`src/rtl/alu_sched_pkg.sv`:
```
// rtl/alu_sched_pkg.sv - shared state encoding and ALU opcodes for the ALU scheduler
package alu_sched_pkg;

  typedef enum logic [1:0] {
    IDLE = 2'd0,
    EXEC = 2'd1,
    RESP = 2'd2
  } state_t;

  localparam logic [2:0] OP_ADD  = 3'b000;
  localparam logic [2:0] OP_SUB  = 3'b001;
  localparam logic [2:0] OP_AND  = 3'b010;
  localparam logic [2:0] OP_OR   = 3'b011;
  localparam logic [2:0] OP_XOR  = 3'b100;
  localparam logic [2:0] OP_GT   = 3'b101;
  localparam logic [2:0] OP_SHLA = 3'b110;
  localparam logic [2:0] OP_SHLB = 3'b111;

endpackage

```
`src/rtl/rr_arb2.sv`:
```
// rtl/rr_arb2.sv - combinational two-way round-robin arbiter; pointer register lives in the parent
module rr_arb2 (
  input  logic [1:0] req,
  input  logic       ptr,
  input  logic       en,
  output logic [1:0] gnt,
  output logic       gnt_id
);

  always_comb begin
    gnt = 2'b00;
    if (en) begin
      // Contention resolved by ptr; a lone request always wins.
      if (req == 2'b11) gnt = ptr ? 2'b10 : 2'b01;
      else              gnt = req;
    end
    gnt_id = gnt[1];
  end

endmodule

```
`src/rtl/alu_scheduler.sv`:
```
// rtl/alu_scheduler.sv - shares one combinational ALU between two requesters with a registered response
module alu_scheduler
  import alu_sched_pkg::*;
#(
  parameter int n  = 8,
  parameter int CW = 8
) (
  input  logic          clk,
  input  logic          rst,
  input  logic          req0_valid,
  output logic          req0_ready,
  input  logic [n-1:0]  req0_a,
  input  logic [n-1:0]  req0_b,
  input  logic [2:0]    req0_op,
  input  logic          req1_valid,
  output logic          req1_ready,
  input  logic [n-1:0]  req1_a,
  input  logic [n-1:0]  req1_b,
  input  logic [2:0]    req1_op,
  output logic [n-1:0]  alu_a,
  output logic [n-1:0]  alu_b,
  output logic [2:0]    alu_op,
  input  logic [n-1:0]  alu_result,
  input  logic          alu_z,
  input  logic          alu_c,
  input  logic          alu_cout,
  output logic          rsp_valid,
  input  logic          rsp_ready,
  output logic          rsp_id,
  output logic [n-1:0]  rsp_result,
  output logic          rsp_z,
  output logic          rsp_c,
  output logic          rsp_cout,
  output logic [CW-1:0] op_count
);

  state_t     state, state_next;
  logic       ptr;
  logic [1:0] gnt;
  logic       gnt_id;
  logic       arb_en;

  // Gating on rst keeps readies low during reset even while state is still stale.
  assign arb_en = (state == IDLE) && !rst;

  rr_arb2 u_arb (
    .req    ({req1_valid, req0_valid}),
    .ptr    (ptr),
    .en     (arb_en),
    .gnt    (gnt),
    .gnt_id (gnt_id)
  );

  assign req0_ready = gnt[0];
  assign req1_ready = gnt[1];

  always_ff @(posedge clk) begin
    if (rst) state <= IDLE;
    else     state <= state_next;
  end

  always_comb begin
    state_next = state;
    case (state)
      IDLE:    if (|gnt) state_next = EXEC;
      EXEC:    state_next = RESP;
      RESP:    if (rsp_ready) state_next = IDLE;
      default: state_next = IDLE;
    endcase
  end

  always_ff @(posedge clk) begin
    if (rst) begin
      ptr        <= 1'b0;
      alu_a      <= '0;
      alu_b      <= '0;
      alu_op     <= 3'b000;
      rsp_valid  <= 1'b0;
      rsp_id     <= 1'b0;
      rsp_result <= '0;
      rsp_z      <= 1'b0;
      rsp_c      <= 1'b0;
      rsp_cout   <= 1'b0;
      op_count   <= '0;
    end else begin
      case (state)
        IDLE: begin
          if (|gnt) begin
            alu_a  <= gnt_id ? req1_a  : req0_a;
            alu_b  <= gnt_id ? req1_b  : req0_b;
            alu_op <= gnt_id ? req1_op : req0_op;
            rsp_id <= gnt_id;
            ptr    <= ~gnt_id;
          end
        end
        EXEC: begin
          rsp_result <= alu_result;
          rsp_z      <= alu_z;
          rsp_c      <= alu_c;
          rsp_cout   <= alu_cout;
          rsp_valid  <= 1'b1;
        end
        RESP: begin
          if (rsp_ready) begin
            rsp_valid <= 1'b0;
            op_count  <= op_count + CW'(1);
          end
        end
        default: ;
      endcase
    end
  end

endmodule

```
`config.mk`:
```
export PLATFORM = sky130hd
export DESIGN_NAME = alu_scheduler
export DESIGN_NICKNAME = d
export VERILOG_FILES = /design/src/rtl/alu_sched_pkg.sv /design/src/rtl/rr_arb2.sv /design/src/rtl/alu_scheduler.sv
export SDC_FILE = /design/constraint.sdc
export NUM_CORES = 1
export LEC_CHECK = 0
export BUFFER_PORTS_ARGS = -buffer_cell sky130_fd_sc_hd__buf_2
export CORE_ASPECT_RATIO = 1.5
export CORE_MARGIN = 3
export CORE_UTILIZATION = 46
export CTS_BUF_LIST = sky130_fd_sc_hd__clkbuf_8
export CTS_CLUSTER_DIAMETER = 200
export DETAILED_ROUTE_END_ITERATION = 8
export PLACE_DENSITY = 0.81
export REMOVE_ABC_BUFFERS = 1
export SLEW_MARGIN = 20
export SYNTH_ARGS = -nofsm -noshare
export SYNTH_HDL_FRONTEND = slang
export SYNTH_HIERARCHICAL = 1
export SYNTH_SLANG_ARGS = --single-unit
```
`constraint.sdc`:
```
create_clock -name clk -period 3 [get_ports clk]
set_clock_uncertainty 0.05 [all_clocks]
set_input_delay 0.75 -clock clk [delete_from_list [all_inputs] [get_ports clk]]
set_output_delay 0.75 -clock clk [all_outputs]
set_load 0.005 [all_outputs]
```
; ---- After elaboration in Yosys (flattened, before gate mapping)
; Index checks and enable logic that the tools add are counted.
; W data, S select, Z words.
[op_classes]
n_addsub = 1
n_eq_ne = 5
n_mux = 11
n_bitwise = 1
reduce_logical = 9
[ops]
columns = operator, n
row1 = $mux W8, 2
row2 = $mux W2, 5
row3 = $add A8 B1 Y8 const B, 1
row4 = $reduce_and A2 Y1, 4
row5 = $pmux W2 S3, 1
row6 = $eq A2 B2 Y1 const B, 2
row7 = $mux W3, 1
row8 = $eq A2 B1 Y1 const B, 1
row9 = $logic_not A2 Y1, 1
row10 = $ne A2 B1 Y1 const B, 1
row11 = $ne A2 B2 Y1 const B, 1
row12 = $pmux W1 S2, 1
row13 = $reduce_bool A2 Y1, 1
row14 = $reduce_or A2 Y1, 1
row15 = $logic_and A1 B1 Y1, 1
row16 = $logic_not A1 Y1, 1
row17 = $mux W1, 1
row18 = $not A1 Y1, 1
[totals]
register_bits = 43
input_bits = 54

; ---- Logic depth before layout (Yosys ltp)
; Gate-level depths: netlist of the first run.
[logic_depth]
ltp_word = 6
mapped_depth = 10
mapped_depth_nobuf = 7

; ---- By module
; The synthesis of the first run kept the hierarchy.
[by_module_without_submodules]
columns = module, instances, cells_each, area_each_um2, seq_area_each_um2
row1 = alu_scheduler, 1, 199, 1808.0, 860.8
row2 = rr_arb2, 1, 6, 28.8, 0.0

; ---- Least setup slack after synthesis of the first run
; OpenSTA, ideal clock, no wires.
[synth_timing]
path_type = input port to flip-flop
from = input port rst
to = register alu_b[4]
arrival_ps = 2278
t_required_ps = 2816
path_slack_ps = 538
stages = 10
cell_sequence = clkbuf_1 clkbuf_1 nor2_1 nand2_1 a21oi_1 buf_4 or2_2 clkbuf_1 a21oi_1 a211oi_1
[synth_via]
elab_chain_cells = 5
word_cells_on_any_way = 6
[synth_lines]
columns = item, line
row1 = from (decl), alu_scheduler.sv:9  ; input logic rst,
row2 = $logic_not A1 Y1 *, alu_scheduler.sv:44  ; assign arb_en = (state == IDLE) && !rst;
row3 = $logic_and A1 B1 Y1 *, alu_scheduler.sv:44
row4 = net arb_en, alu_scheduler.sv:41  ; logic arb_en;
row5 = $mux W2 *, rr_arb2.sv:12  ; if (en) begin
row6 = net gnt_id, alu_scheduler.sv:40  ; logic gnt_id;
row7 = $reduce_or A2 Y1, alu_scheduler.sv:88  ; if (|gnt) begin
row8 = $reduce_and A2 Y1 (no source line), -
row9 = to (signal assigned), alu_scheduler.sv:90  ; alu_b <= gnt_id ? req1_b : req0_b;
row10 = to (decl), alu_scheduler.sv:21  ; output logic [n-1:0] alu_b,
; The timed path passes the listed nets; every way through them passes the cells marked *.
; A chain may end at the register's enable or synchronous reset.

; ---- Worst setup path after layout of the first run
[layout_timing]
from = register state[1]
to = output port req0_ready
[layout_via]
elab_chain_cells = 3
[layout_lines]
columns = item, line
row1 = from (decl), alu_scheduler.sv:37  ; state_t state, state_next;
row2 = from (signal assigned), alu_scheduler.sv:59  ; else state <= state_next;
row3 = $logic_not A2 Y1, alu_scheduler.sv:44
row4 = $logic_and A1 B1 Y1, alu_scheduler.sv:44
row5 = net arb_en, alu_scheduler.sv:41
row6 = $mux W2, rr_arb2.sv:12
row7 = to (decl), alu_scheduler.sv:11  ; output logic req0_ready,
; The timed path passes the listed nets, and every way through them passes these cells.

==> results of run 1 <==
placed cells by master (no fill, tap or decap), drive strengths merged:
cell type,netlist,routed
a211oi,20,20
a21oi,41,41
o21ai,4,4
dfxtp,43,43
or3,3,3
mux2i,20,20
nand3b,1,1
or2b,1,1
o31ai,2,2
nand4,2,2
ha,1,1
nor3,2,2
nand3,2,2
or4,2,2
nor2b,1,1
nand2,27,27
nand4b,1,1
and2b,1,1
inv,1,3
buf,9,99
nor2,7,7
clkinv,0,1
clkbuf,9,5
or2,2,2
xor2,2,2
or3b,1,1
metrics by stage:
stage          hold slack, ns  total power [µW]  cell area, µm²  cells
3_3_place_gp            0.389               906            2320    329
3_5_place_dp            0.393               914            2320    329
2_1_floorplan           0.397               789            1750    187
4_1_cts                 0.404              1250            2400    337
6_report                0.404              1240            2400    337
5_1_grt                 0.418              1310            2400    337
how the worst min path moves through the flow:
stage | cells past startpoint | slack [ns] | from | end
finish | 2 | 0.40 | rsp_result[3] | rsp_result[3]
global route | 2 | 0.42 | rsp_result[7] | rsp_result[7]
CTS | 2 | 0.40 | rsp_result[3] | rsp_result[3]
global placement | 2 | 0.39 | rsp_cout | rsp_cout
detailed placement | 2 | 0.39 | rsp_result[3] | rsp_result[3]
floorplan | 2 | 0.40 | rsp_c | rsp_c
routing by layer:
layer	GRT usage, %	vias up	share of wire [%]
met4	6.33	0	1.5
met3	5.60	6	7.9
met5	0	-	0
met2	34.9	67	52
li1	-	908	-
met1	21.7	818	38
flip-flops by register name, summed over array words and instances (netlist names):
register,count
rsp_z,1
rsp_valid,1
ptr,1
alu_op,3
state,2
rsp_cout,1
rsp_result,8
alu_b,8
op_count,8
alu_a,8
rsp_id,1
rsp_c,1
kinds of logic (layout without fill, tap and decap cells):
logic type | count (synthesis) | after routing
XOR/XNOR | 2 | 2
multiplexers | 20 | 20
flip-flops | 43 | 43
AO/OA/AOI/OAI | 67 | 67
buffers and inverters | 19 | 108
AND/OR/NAND/NOR | 53 | 53
adder cells (fa/ha/maj) | 1 | 1
area by class of cell:
class                           count  area (µm²)  area share, %
Clock buffer                        5        68.8           2.87
Clock inverter                      3        12.5          0.522
Inverter                            1        3.75          0.157
Multi-Input combinational cell    143         892           37.2
Sequential cell                    43         861           35.9
Tap cell                           43        53.8           2.24
Timing Repair Buffer               99         505           21.1
worst min-delay path, delay by kind of cell, from the launching register on:
family	cells	cell delay [ns]
AO/OA/AOI/OAI	1	0.05
flip-flops	1	0.31
AND/OR/NAND/NOR	1	0.05
power by group through the flow:
stage	Sequential, µW	Clock (µW)	Combinational (µW)
2_1_floorplan	661	0	128
3_5_place_dp	658	0	256
5_1_grt	652	375	285
3_3_place_gp	659	0	247
4_1_cts	646	352	256
6_report	646	343	253
==> results.md, run 1 <==
* Buffer and inverter count on the worst path at 1
* Crit-path leading delay family: simple AND/OR/NAND/NOR gates
* Clock Path Buffers at 2
* Peak VDD IR at 0.000387 V
* Die ar. at 4800 µm²
* Gate count after technology mapping at 205
* Grt ovf at 0
* Clk_lat worst skew at between 0.2 and 0.3 ns
* Filler cells at 347
* Drt drc at 0
* Synth top cells by count: dfxtp_1 (43), a21oi_1 (41), nand2_1 (27)
* I/O Buffers at 95
* Layout area overhead at 30.5%
* Final Setup Violations at 0
* Psw at 347 µW
* Max Cap Viol at 0
* P per Cell Area at 518 nW/µm²
* 1st-pass router iterations at 4
* Synth unique cells at 27
* Logic pwr share at 20.3%
* Fin util at a little under two thirds
* Async set-or-reset flop fraction in the synthesized netlist at 0%
* GP Congestion at 0.696
* Yosys warning count at 6
* CTS Sinks at 43
* Status: complete, no violations
* N_diodes at 0
* Crit path arrival time at 1.63 ns
* Worst Hold Class: reg2reg
* Cell Int Power at about 900 µW
* Worst r2r src: state[1]
* Setup ws final at 0.569 ns
* Final period util at 81.0%
* Clock group share of total power at roughly 28%
* Most used DFF post-synth: dfxtp_1
* CP Class: reg2out
* Net Sw Frac at 27.9%
* Post-synth EDFFs at 0
* Top area cells in the synthesized netlist: dfxtp_1 (47%), a21oi_1 (11%), mux2i_1 (11%), a211oi_1 (8.2%), nand2_1 (5.5%)
* Critical path capture point type: primary output
* Vias in the first global route at 1773
* Via count at roughly 1800
* Synthesized cell area at 1840 µm²
* Syn Area/Cell at approximately 9 µm²
* Core box area at 3750 µm²
* Final Slew Violations at 0
* Initial DRC count at 25
* Simple-gate share of the synthesized area at 14.6%
* Unrepaired setup endpoints after global routing: no
* Register area share after synthesis at between 40% and 50%
* CTS Hold Buffers Added at 0
* Post-synthesis mux area share at 10.9%
* Routed Antenna Nets at 0
* Largest family of logic cells by synthesized area: compound AO/OA/AOI/OAI gates
* Post-DR vias/cell at 5.34
* GR Util All Layers at 19.6%
* Crit. Startpoint: state[1]
* Final wirelength at 4460 µm
* XOR/XNOR Fraction of Synth Area at 0.954%
* CTS clk-pin slew, worst paths at 0.08 ns
* Setup_tns at 0 ns
* Horiz. Die Dim at 57.6 µm
* Critical Path Fanout Max at 9
* Crit start category: flip-flop
* Worst reg-to-reg setup slack at 0.62 ns
* Worst Max-Slew Pin Slew at around 0.44 ns
* Synth Area in Compound Gates at 21.3%
* Worst r2r path cells at 8
* Root Driver: clkbuf_8
* IO Count at 96
* Global-route wire length before repair at 7650 µm
* Post-synth top area share at 46.9%
* WL per Instance at roughly 13 µm
* Adder-cell area share of the yosys netlist at 0.681%
* Cell row count at 27
* Initial antenna violation count at 0
* Die height at 83.4 µm
* Worst Setup EP: req0_ready
* Postcts setup bufs at 0
* Number of H-tree levels at 2
* Starting Density at 49.0%
* Seq pwr share at between 50% and 60%
* Fmax at 411 MHz
* Relative slew slack at 70.4%
* TritonCTS clock tree: yes
* Required @ worst endpoint at 2.20 ns
* Reg-to-Reg End: ptr
* Count leader, synth: dfxtp_1
* Post-synth top area cell: dfxtp_1
* Critical-path cell list: or2_2 -> nor2_1 -> nand2_1 -> a21oi_1 -> buf_2
* NumNets Final at 348
* Pre-CTS setup slack at 0.531 ns
* Final HPWL DP at 3270 µm
* CP max-delay cell: dfxtp_1
* Synthesis-stage register bit count at 43
* Largest net degree at the start of global routing at 44
* Hold Fails Final Rpt at 0
* PostCTS Resize Cnt at 0
* Post-route minimum period at 2.43 ns
* Static Leak at 0.00109 µW
* Crit. path cell count at 5
* CTS buffer count at 5
* Share of cells above drive strength 1 at 38.1%
* CP peak stage delay at 0.39 ns
(Power assumes the default switching activity.)
==> run 2: changes to the inputs <==
clock period = 2.5 ns   (was 3 ns; I/O delays follow)
==> run 2 against run 1 <==
  * Total power is 31% higher
  * Cell count is 0.30% higher
  * Sequential share of layout area is 0.64 points lower
  * Clock power is 61% higher
  * Worst hold slack worse by 0.00093 ns
  * Sequential power is 20% higher
  * Critical path depth stayed put
  * Critical path type unchanged
  * Largest cell class unchanged
==> results.md, run 2 (synthesis results as in run 1) <==
* Via count at 1772 (was 1799)
* Crit start category: flip-flop (unchanged)
* IO Count at 96 (unchanged)
* GR Util All Layers at 19.5% (was 19.6%)
* Relative slew slack at 71.2% (was 70.4%)
* Seq pwr share at 47.6% (was 52.1%)
* Fmax at around 440 MHz
* Cell Int Power at 1210 µW (was 895 µW)
* Global-route wire length before repair at 7600 µm (was 7650 µm)
* Worst Max-Slew Pin Slew at 0.432 ns (was 0.444 ns)
* Grt ovf at 0 (unchanged)
* Worst r2r path cells at 7 (was 8)
* Root Driver: clkbuf_8 (unchanged)
* Clk_lat worst skew at 0.29 ns (about the same)
* Most frequent cells in the layout: buf_2 (95), dfxtp_1 (43), a21oi_1 (40), nand2_1 (27) (unchanged)
* Number of H-tree levels at 2 (unchanged)
* Unrepaired setup endpoints after global routing: no (unchanged)
* Core box area at 3750 µm² (unchanged)
* CTS Hold Buffers Added at 0 (unchanged)
* Required @ worst endpoint at 1.82 ns (was 2.20 ns)
* Most common cell after layout, fill and taps aside: buf_2 (unchanged)
* Routed Antenna Nets at 0 (unchanged)
* GP Congestion at 0.687 (was 0.696)
* Largest net degree at the start of global routing at 44 (unchanged)
* Die height at 83.4 µm (unchanged)
* Clock group share of total power at 33.8% (was 27.6%)
* Initial DRC count at 38 (was 25)
* Pre-CTS setup slack at 0.432 ns (was 0.531 ns)
* CTS Sinks at 43 (unchanged)
* Setup ws final at 0.232 ns (was 0.569 ns)
* Static Leak at 0.00110 µW (was 0.00109 µW)
* Final wirelength at 4400 µm (was 4460 µm)
* Cell row count at 27 (unchanged)
* Status: complete, no violations (unchanged)
* Worst r2r src: state[1] (unchanged)
* Final HPWL DP at 3290 µm (was 3270 µm)
* Worst reg-to-reg setup slack at 0.43 ns (was 0.62 ns)
* Initial antenna violation count at 0 (unchanged)
* Clock Path Buffers at 2 (unchanged)
* Share of cells above drive strength 1 at 39.0% (was 38.1%)
* I/O Buffers at 95 (unchanged)
* Net Sw Frac at 25.7% (was 27.9%)
* Logic pwr share at 18.6% (was 20.3%)
* Final period util at 90.7%
* WL per Instance at 13.0 µm (was 13.2 µm)
* 1st-pass router iterations at 4 (unchanged)
* Vias in the first global route at 1793 (was 1773)
* Psw at 419 µW (was 347 µW)
* Max Cap Viol at 0 (unchanged)
* Horiz. Die Dim at 57.6 µm (unchanged)
* Die ar. at 4800 µm² (unchanged)
* Postcts setup bufs at 0 (unchanged)
* Critical Path Fanout Max at 9 (unchanged)
* Final Setup Violations at 0 (unchanged)
* Placed Instance Area at 2320 µm² (about the same)
* Post-route minimum period at between 2 and 2.5 ns
* Critical path capture point type: primary output (unchanged)
* CTS clk-pin slew, worst paths at 0.08 ns (about the same)
* PostCTS Resize Cnt at 0 (unchanged)
* Crit path arrival time at 1.59 ns (was 1.63 ns)
* CTS buffer count at 5 (unchanged)
* Worst Hold Class: reg2reg (unchanged)
* Drt drc at 0 (unchanged)
* Final Slew Violations at 0 (unchanged)
* Crit. Startpoint: state[1] (unchanged)
* Peak VDD IR at 0.000472 V (was 0.000387 V)
* Starting Density at 49.0% (unchanged)
* Hold Fails Final Rpt at 0 (unchanged)
* Layout area overhead at 32.9% (was 30.5%)
* CP Class: reg2out (unchanged)
* N_diodes at 0 (unchanged)
* Post-route cell area at 2440 µm² (was 2400 µm²)
* TritonCTS clock tree: yes (unchanged)
* Reg-to-Reg End: alu_b[4] (was ptr)
* NumNets Final at 349 (was 348)
* P per Cell Area at 668 nW/µm² (was 518 nW/µm²)
* Post-DR vias/cell at 5.24 (was 5.34)
* Worst Setup EP: req0_ready (unchanged)
## run 2: cell types whose count changed in the layout (fill, tap and decap cells not counted), sizes merged
cell / delta
buf: +1
bufinv: +1
clkbuf: +1
inv: -2
## run 2: critical path: stages (launching register included)
cell,delay [ns]
dfxtp_1,0.40
or2_2,0.35
nor2_1,0.14
nand2_1,0.07
a21oi_1,0.19
buf_2,0.15
## run 2: stage by stage
step	cells	total power, µW	TNS [ns]	hold WS [ns]	utilization, %
finish	338	1630	0	0.403	65.1
global route	338	1710	0	0.423	65.1
CTS	338	1650	0	0.406	65.1
detailed placement	330	1100	0	0.395	62.0
global placement	330	1090	0	0.390	62.0
floorplan	187	946	-25.78	0.397	-
## run 2: worst min path at each step
| stage | startpoint | cells past startpoint | slack, ns | endpoint |
|---|---|---|---|---|
| 2_1_floorplan | rsp_c | 2 | 0.40 | rsp_c |
| 3_3_place_gp | rsp_result[3] | 2 | 0.39 | rsp_result[3] |
| 4_1_cts | rsp_result[5] | 2 | 0.41 | rsp_result[5] |
| 3_5_place_dp | rsp_result[5] | 2 | 0.39 | rsp_result[5] |
| 6_report | rsp_result[5] | 2 | 0.40 | rsp_result[5] |
| 5_1_grt | rsp_result[7] | 2 | 0.42 | rsp_result[7] |
## run 2: power by group through the flow
stage | clock network [µW] | logic, µW | registers, µW
detailed placement | 0 | 307 | 789
global placement | 0 | 298 | 789
CTS | 570 | 305 | 776
floorplan | 0 | 154 | 793
finish | 551 | 302 | 776
global route | 592 | 339 | 783
## run 2: area by class of cell
class	instances	area, µm²
fillers	338	1310
multi-input cells	143	892
inverters	1	3.75
clock inverters	2	35.0
repair buffers	100	513
well taps	43	53.8
flip-flops and latches	43	861
clock buffers	6	82.6
## run 2: routing by layer
metal,vias up,wire (µm),global-route usage [%]
li1,907,-,-
met1,791,1760,20.9
met2,67,2220,34.6
met3,7,333,5.44
met4,0,87,8.23
met5,-,0,0
